==> src/rtl/seg10_capture.sv <==
// Receive side of the seg10 display path: synchronises and debounces a one-hot
// 10-line segment bus, decodes it to a digit and flags count-sequence breaks.
module seg10_capture #(
  parameter int STABLE_CYCLES = 16,
  parameter int CNT_W         = 16,
  parameter int ERR_W         = 8
) (
  input  logic             clk,
  input  logic             rst_n,
  input  logic [9:0]       segs,
  output logic [3:0]       digit,
  output logic             digit_valid,
  output logic             blank,
  output logic             new_digit,
  output logic             seq_err,
  output logic             pat_err,
  output logic [ERR_W-1:0] err_count,
  output logic             o_dbg_state
);

  typedef enum logic {
    SETTLE = 1'b0,
    LOCKED = 1'b1
  } state_t;

  state_t           r_state;
  logic [9:0]       r_s1;
  logic [9:0]       r_s2;
  logic [9:0]       r_cand;
  logic [CNT_W-1:0] r_cnt;
  logic [3:0]       r_digit;
  logic             r_valid;
  logic             r_blank;
  logic             r_new;
  logic             r_seq;
  logic             r_pat;
  logic [ERR_W-1:0] r_err;

  logic [3:0]       w_pop;
  logic [3:0]       w_idx;
  logic [3:0]       w_next;
  logic             w_same;
  logic             w_err_sat;

  // Population count and index of the highest set bit of the candidate.
  always_comb begin
    w_pop = '0;
    w_idx = '0;
    for (int i = 0; i < 10; i++) begin
      if (r_cand[i]) begin
        w_pop = w_pop + 4'd1;
        w_idx = 4'(i);
      end
    end
  end

  assign w_next    = (r_digit == 4'd9) ? 4'd0 : r_digit + 4'd1;
  assign w_same    = (r_s2 == r_cand);
  assign w_err_sat = &r_err;

  always_ff @(posedge clk or negedge rst_n) begin
    if (!rst_n) begin
      r_state <= SETTLE;
      r_s1    <= '0;
      r_s2    <= '0;
      r_cand  <= '0;
      r_cnt   <= '0;
      r_digit <= '0;
      r_valid <= 1'b0;
      r_blank <= 1'b0;
      r_new   <= 1'b0;
      r_seq   <= 1'b0;
      r_pat   <= 1'b0;
      r_err   <= '0;
    end else begin
      r_s1  <= segs;
      r_s2  <= r_s1;
      r_new <= 1'b0;
      r_seq <= 1'b0;
      r_pat <= 1'b0;
      case (r_state)
        SETTLE: begin
          if (!w_same) begin
            r_cand <= r_s2;
            r_cnt  <= CNT_W'(1);
          end else if (r_cnt >= CNT_W'(STABLE_CYCLES)) begin
            r_state <= LOCKED;
            if (w_pop == 4'd0) begin
              r_blank <= 1'b1;
            end else if (w_pop == 4'd1) begin
              r_blank <= 1'b0;
              r_digit <= w_idx;
              r_valid <= 1'b1;
              if (!r_valid || (w_idx != r_digit)) begin
                r_new <= 1'b1;
              end
              // Re-accepting the current digit is never a sequence break.
              if (r_valid && (w_idx != r_digit) && (w_idx != w_next)) begin
                r_seq <= 1'b1;
                if (!w_err_sat) r_err <= r_err + ERR_W'(1);
              end
            end else begin
              r_pat <= 1'b1;
              if (!w_err_sat) r_err <= r_err + ERR_W'(1);
            end
          end else begin
            r_cnt <= r_cnt + CNT_W'(1);
          end
        end
        LOCKED: begin
          if (!w_same) begin
            r_cand  <= r_s2;
            r_cnt   <= CNT_W'(1);
            r_state <= SETTLE;
          end
        end
        default: r_state <= SETTLE;
      endcase
    end
  end

  assign digit       = r_digit;
  assign digit_valid = r_valid;
  assign blank       = r_blank;
  assign new_digit   = r_new;
  assign seq_err     = r_seq;
  assign pat_err     = r_pat;
  assign err_count   = r_err;
  assign o_dbg_state = r_state;

endmodule

==> config.mk <==
export PLATFORM = sky130hd
export DESIGN_NAME = seg10_capture
export DESIGN_NICKNAME = d
export VERILOG_FILES = /design/src/rtl/seg10_capture.sv
export SDC_FILE = /design/constraint.sdc
export NUM_CORES = 1
export LEC_CHECK = 0
export ABC_AREA = 1
export BUFFER_PORTS_ARGS = -buffer_cell sky130_fd_sc_hd__buf_2
export CORE_MARGIN = 8
export CORE_UTILIZATION = 28
export CTS_BUF_LIST = sky130_fd_sc_hd__clkbuf_8
export DETAILED_ROUTE_END_ITERATION = 10
export HOLD_SLACK_MARGIN = 0.15
export PLACE_DENSITY = 0.43
export SLEW_MARGIN = 20
export SYNTH_ARGS = -nofsm -noshare
export SYNTH_HDL_FRONTEND = slang
export SYNTH_SLANG_ARGS = --single-unit
==> constraint.sdc <==
create_clock -name clk -period 14.25 [get_ports clk]
set_input_delay 3.5625 -clock clk [delete_from_list [all_inputs] [get_ports clk]]
set_output_delay 3.5625 -clock clk [all_outputs]
set_load 0.01 [all_outputs]
* After elaboration in Yosys (flattened, before gate mapping) *
Index checks and enable logic that the tools add are counted.

storage, ports and cells
  word-level logic and storage cells = 97
  output and inout port bits = 18
  register bits after elaboration = 64
  input bits = 12

operators by class
  $add $sub $neg = 12
  reduce and logical (&&, ||, !) cells = 11
  multiplexer cells = 51
  bitwise operators = 2
  eq/ne operators = 8
  magnitude comparators = 1

operator list
  operator               number
  $mux 4                 18
  $mux 16                3
  $add 4x1->4 const B    10
  $pmux 16 s2            1
  $mux 1                 24
  $mux 8                 3
  $add 16x1->16 const B  1
  $ge 16x5->1 const B    1
  $eq 10x10->1           1
  $mux 10                1
  $reduce_and 5->1       2
  $add 8x1->8 const B    1
  $ne 4x4->1             2
  $reduce_and 8->1       1
  $eq 4x1->1 const B     1
  $eq 4x4->1 const B     1
  $logic_not 4->1        1
  $reduce_and 4->1       1
  $ne 3x3->1 const B     1
  $logic_and 1x1->1      2
  $ne 2x1->1 const B     1
  $ne 2x2->1 const B     1
  $not 1->1              2
  $pmux 1 s2             1
  4 further kinds        4

* Longest topological paths before layout *
  word-level depth = 25
  gate-level depth with buffers = 39
  mapped depth without buffers = 39

* Worst setup path before layout *
No wires, ideal clock.

  path kind = register to register
  start point = reg r_cand[0]
  end point = reg r_digit[3], in the netlist digit[3]
  period minus slack after synthesis = 5.028 ns
  library setup time = 0.123 ns
  data required time = 14.127 ns
  setup slack = 9.222 ns
  path buffers = 1
  cell stages (with the launch flop) = 37
  arrival time = 4.905 ns
  path through = dfrtp_1 -> inv_1 -> ha_1 -> inv_1 -> nand2_2 -> nand2_1 -> inv_1 -> ha_1 -> nand2_1 -> nand2_1 -> ha_1 -> or2_1 -> nand2_1 -> inv_1 -> ha_1 -> nand2_1 -> nand2_1 -> ha_1 -> or2_2 -> nand2_1 -> inv_2 -> ha_1 -> nand2_1 -> nand2_1 -> ha_1 -> nand2_1 -> nand2_1 -> ha_1 -> nand2_1 -> o21ai_0 -> nor2_1 -> nand3_1 -> inv_2 -> nand2_2 -> buf_6 -> nand2_1 -> o21ai_2

between the ends
  longest elaborated chain between the ends = 22
  elaborated cells between the ends (all ways) = 24
  those cells by class = add/sub: 9; eq/ne: 2; mux: 10; bitwise: 1; reduce/logical: 2

ends and longest elaborated chain
  element                         RTL line  text
  from (decl)                     29        logic [9:0] r_cand;
  from (signal assigned)          84        r_cand <= r_s2;
  from (signal assigned)          112       r_cand <= r_s2;
  $mux 1                          50        if (r_cand[i]) begin
  $add 4x1->4                     51        w_pop = w_pop + 4'd1;
  $mux 4                          50
  $add 4x1->4                     51
  $mux 4                          50
  $add 4x1->4                     51
  $mux 4                          50
  $add 4x1->4                     51
  (+6 left out)                   -
  $mux 4                          50
  $add 4x1->4                     51
  $mux 4                          50
  $add 4x1->4                     51
  $mux 4                          50
  $logic_not 4->1                 88        if (w_pop == 4'd0) begin
  $not 1->1 (no line)             -
  $reduce_and 5->1 (no line) (*)  -
  to (signal assigned)            92        r_digit <= w_idx;
  to (decl)                       31        logic [3:0] r_digit;

Mark *: on every way between the ends. The rest lies on a longest branch, timed or not.
A chain may end at the register's enable or synchronous reset.

* Worst setup path after layout *
  start point = reg r_cand[0]
  end point = reg r_blank, in the netlist blank

between the ends
  longest elaborated chain between the ends = 22
  elaborated cells between the ends (all ways) = 25
  those cells by class = add/sub: 9; eq/ne: 2; mux: 11; reduce/logical: 3

ends and longest elaborated chain
  element                                               RTL line  text
  $mux 1                                                50
  $add 4x1->4                                           51
  $mux 4                                                50
  $add 4x1->4                                           51
  $mux 4                                                50
  $add 4x1->4                                           51
  $mux 4                                                50
  $add 4x1->4                                           51
  (+6 left out)                                         -
  $mux 4                                                50
  $add 4x1->4                                           51
  $mux 4                                                50
  $add 4x1->4                                           51
  $mux 4                                                50
  $eq 4x1->1 / $logic_not 4->1 (equally long branches)  90, 88
  $reduce_bool 2->1 (no line)                           -
  $reduce_and 4->1 (no line)                            -
  to (signal assigned)                                  70        r_blank <= 1'b0;
  to (signal assigned)                                  89        r_blank <= 1'b1;
  to (signal assigned)                                  91        r_blank <= 1'b0;
  to (decl)                                             33        logic r_blank;

Several ways; a longest one is shown, not always the timed one.

==> flow_metrics.tcl <==
set metrics [dict create \
    status "completed" \
    path_delay_family "adder cells" \
    max-slew-margin-rel_pct 46.60 \
    synth_compound_area_share_pct 6.302 \
    ant_nets 0 \
    finalNetCount 501 \
    first_iter_violations 78 \
    cp.depth 34 \
    drt_wl_total_mm 7.238 \
    rsz0062_at_grt "no" \
    start_util_pct 28.63 \
    antenna_cells 0 \
    synth_cells 451 \
    drt-pass1-iter-count 4 \
    period_share_pct 37.98 \
    rows 41 \
    async_reset_ff_share_pct 100.0 \
    yosysTopAreaCell "dfrtp_1" \
    wl_per_cell_um 11.07 \
    clockRootBuffer "clkbuf_8" \
    hpwl_mm 5.490 \
    synthXorXnorAreaFrac_pct 3.878 \
    cts_sinks 64 \
    cp-start-kind "flip-flop" \
    ys_top_cells_by_area "dfrtp_1, nand2_1, inv_1" \
    ios 30 \
    cp.required_ns 14.49 \
    fin_crit_ns 5.412 \
    grt_pass1_wl_mm 12.83 \
    grt_remaining_overflow 0 \
    holdPathStages 0 \
    syn-num-nets 475 \
    p_per_area_nw_per_um2 99.39 \
    core_um2 12620 \
    clkTransAtPathRegs_ns 0.07 \
    cp.arrival_ns 5.65 \
    ir_drop_uv 53.71 \
    fin_cells 654 \
    slowest_stage "dfrtp_1" \
    reg2reg_slack_ns 8.84 \
    cts-buffers-inserted 9 \
    synthAdderAreaFrac_pct 4.155 \
    port_buffers 29 \
    crit_path_max_incr_delay_ns 0.39 \
    die_w_um 129.6 \
    p_total_w 0.0004052 \
    cp_common_cell "nand2_1" \
    fmax_ghz 0.1848 \
    synthSimpleGateAreaFrac_pct 31.65 \
    syn_to_final_growth_pct 12.81 \
    finalSetupViolCount 0 \
    syn_area_um2 3613 \
    grt_pass1_vias 2831 \
    dp.cells 638 \
    clk_path_buf_depth 2 \
    synth_top_area_share_pct 44.32 \
    drc_errors 0 \
    dieArea_um2 16800 \
    critPathKind "reg2reg" \
    track_usage_pct 9.687 \
    r2r_end "blank$_DFFE_PN0P_" \
    hp-class "reg2reg" \
    r2r_cells 34 \
    yosys_register_bits 64 \
    synth_edf_count 0 \
    synthFlopType "dfrtp_1" \
    cts-htree-levels 3 \
    post_drt_via_cell_ratio 4.243 \
    min_from "r_s1[4]$_DFF_PN0_" \
    holdBufCountCts 0 \
    worstPathMaxFanout 11 \
    die_h_um 129.6 \
    cap_violations 0 \
    nFillCells 1391 \
    syn_avg_cell_area_um2 8.012 \
    seq_area_frac_synth_pct 44.32 \
    cts_setup_buffers 0 \
    drv_slew 0 \
    hold_end "r_s2[4]$_DFF_PN0_" \
    clock_skew_ns 0.006308 \
    gp_congestion 0.7928 \
    seq_area_um2 1602 \
    synth_top_family_by_area "simple AND/OR/NAND/NOR gates" \
    cts_tree "done" \
    timing.rr.start "r_cand[0]$_DFFE_PN0N_" \
    multi_input_area_um2 1662 \
    netlist_top_cells_count "nand2_1, inv_1, dfrtp_1" \
    synthMostInstantiatedCell "nand2_1" \
    end_kind "flip-flop" \
    grt_max_degree 65 \
    leakage_nw 2.066 \
    hold_viol_final 0 \
    worst_pin_slew_ns 0.8010 \
    worst-path-buf-inv 6 \
    tns_ns 0 \
    num_vias 2775 \
    worstSkewPairLatency_ns 0.35 \
    muxShareOfSynthArea_pct 0 \
    layout-drive-gt1-share_pct 20.33 \
    ctsResizeCount 0 \
    antenna_found_initial 0 \
    ys_types 32 \
    yosysWarningCount 0 \
]
## registers in the layout, summed over array words and instances (netlist names)
register	flops
blank	1
digit	4
digit_valid	1
err_count	8
new_digit	1
o_dbg_state	1
pat_err	1
r_cand	10
r_cnt	16
r_s1	10
r_s2	10
seq_err	1
## worst register-to-register path, delay by kind of cell (launching register included)
| kind | cells | cell delay [ns] |
|---|---|---|
| flip-flops | 1 | 0.39 |
| adder cells (fa/ha/maj) | 8 | 2.21 |
| AND/OR/NAND/NOR | 18 | 1.96 |
| buffers and inverters | 6 | 0.40 |
| AO/OA/AOI/OAI | 2 | 0.33 |
## how the worst max path moves through the flow
stage | from | end | slack [ns]
after floorplan | r_cand[0]$_DFFE_PN0N_ | digit[3]$_DFFE_PN0P_ | 9.22
after global placement | r_cand[0]$_DFFE_PN0N_ | blank$_DFFE_PN0P_ | 8.95
after detailed placement | r_cand[0]$_DFFE_PN0N_ | blank$_DFFE_PN0P_ | 8.86
after CTS | r_cand[0]$_DFFE_PN0N_ | blank$_DFFE_PN0P_ | 8.82
after global routing | r_cand[0]$_DFFE_PN0N_ | blank$_DFFE_PN0P_ | 8.28
final | r_cand[0]$_DFFE_PN0N_ | blank$_DFFE_PN0P_ | 8.84
## cells in the final DEF (no fill, tap or decap), drive strengths merged
master	Yosys	final
ha	12	12
clkinvlp	0	2
a31oi	1	1
a22o	1	1
or4	1	1
o21ai	11	11
nor4	6	6
clkinv	0	4
or2	6	6
dfrtp	64	64
nor2	44	44
buf	3	31
nor3	2	2
nand3	49	49
inv	71	72
nand3b	1	1
xnor2	9	9
nand2	123	123
clkbuf	13	9
a21oi	18	18
o2111ai	3	3
nand4	4	4
a211oi	2	2
xor2	7	7
## cell families (layout without fill, tap and decap cells)
| logic type | count (synthesis) | count (layout) |
|---|---|---|
| buffers and inverters | 87 | 118 |
| DFF | 64 | 64 |
| adders and majority gates | 12 | 12 |
| and+or+nand+nor | 236 | 236 |
| AOI/OAI and AO/OA | 36 | 36 |
| xor gates and xnor gates | 16 | 16 |
## routing by layer
layer | vias to the layer above | GRT usage [%] | part of all wire [%]
li1 | 1460 | - | -
met1 | 1274 | 11.29 | 47
met2 | 31 | 15.68 | 48
met3 | 10 | 3.410 | 4.0
met4 | 0 | 4.508 | 1.6
met5 | - | 0 | 0
## layout make-up
| type | instances | share of cell area (%) |
|---|---|---|
| Sequential cell | 64 | 39.29 |
| Clock buffer | 9 | 3.039 |
| Inverter | 71 | 6.538 |
| Multi-Input combinational cell | 300 | 40.76 |
| Timing Repair Buffer | 31 | 3.929 |
| Clock inverter | 7 | 1.166 |
| Tap cell | 172 | 5.279 |
## report_power, final
part,internal (W),total [W],switching (W)
Sequential,0.000186,0.000190,0.00000399
Clock,0.0000628,0.000137,0.0000743
Combinational,0.0000274,0.0000782,0.0000507
## per-stage QoR
step	setup slack, ns	area (µm²)	hold WS [ns]	utilization, %
3_5_place_dp	8.857	3905	0.3355	30.94
4_1_cts	8.823	4076	0.3511	32.30
5_1_grt	8.284	4076	0.3621	32.30
6_report	8.838	4076	0.3490	32.30
2_1_floorplan	9.222	3613	0.3312	-
3_3_place_gp	8.950	3905	0.3345	30.94
(Power assumes the default switching activity.)
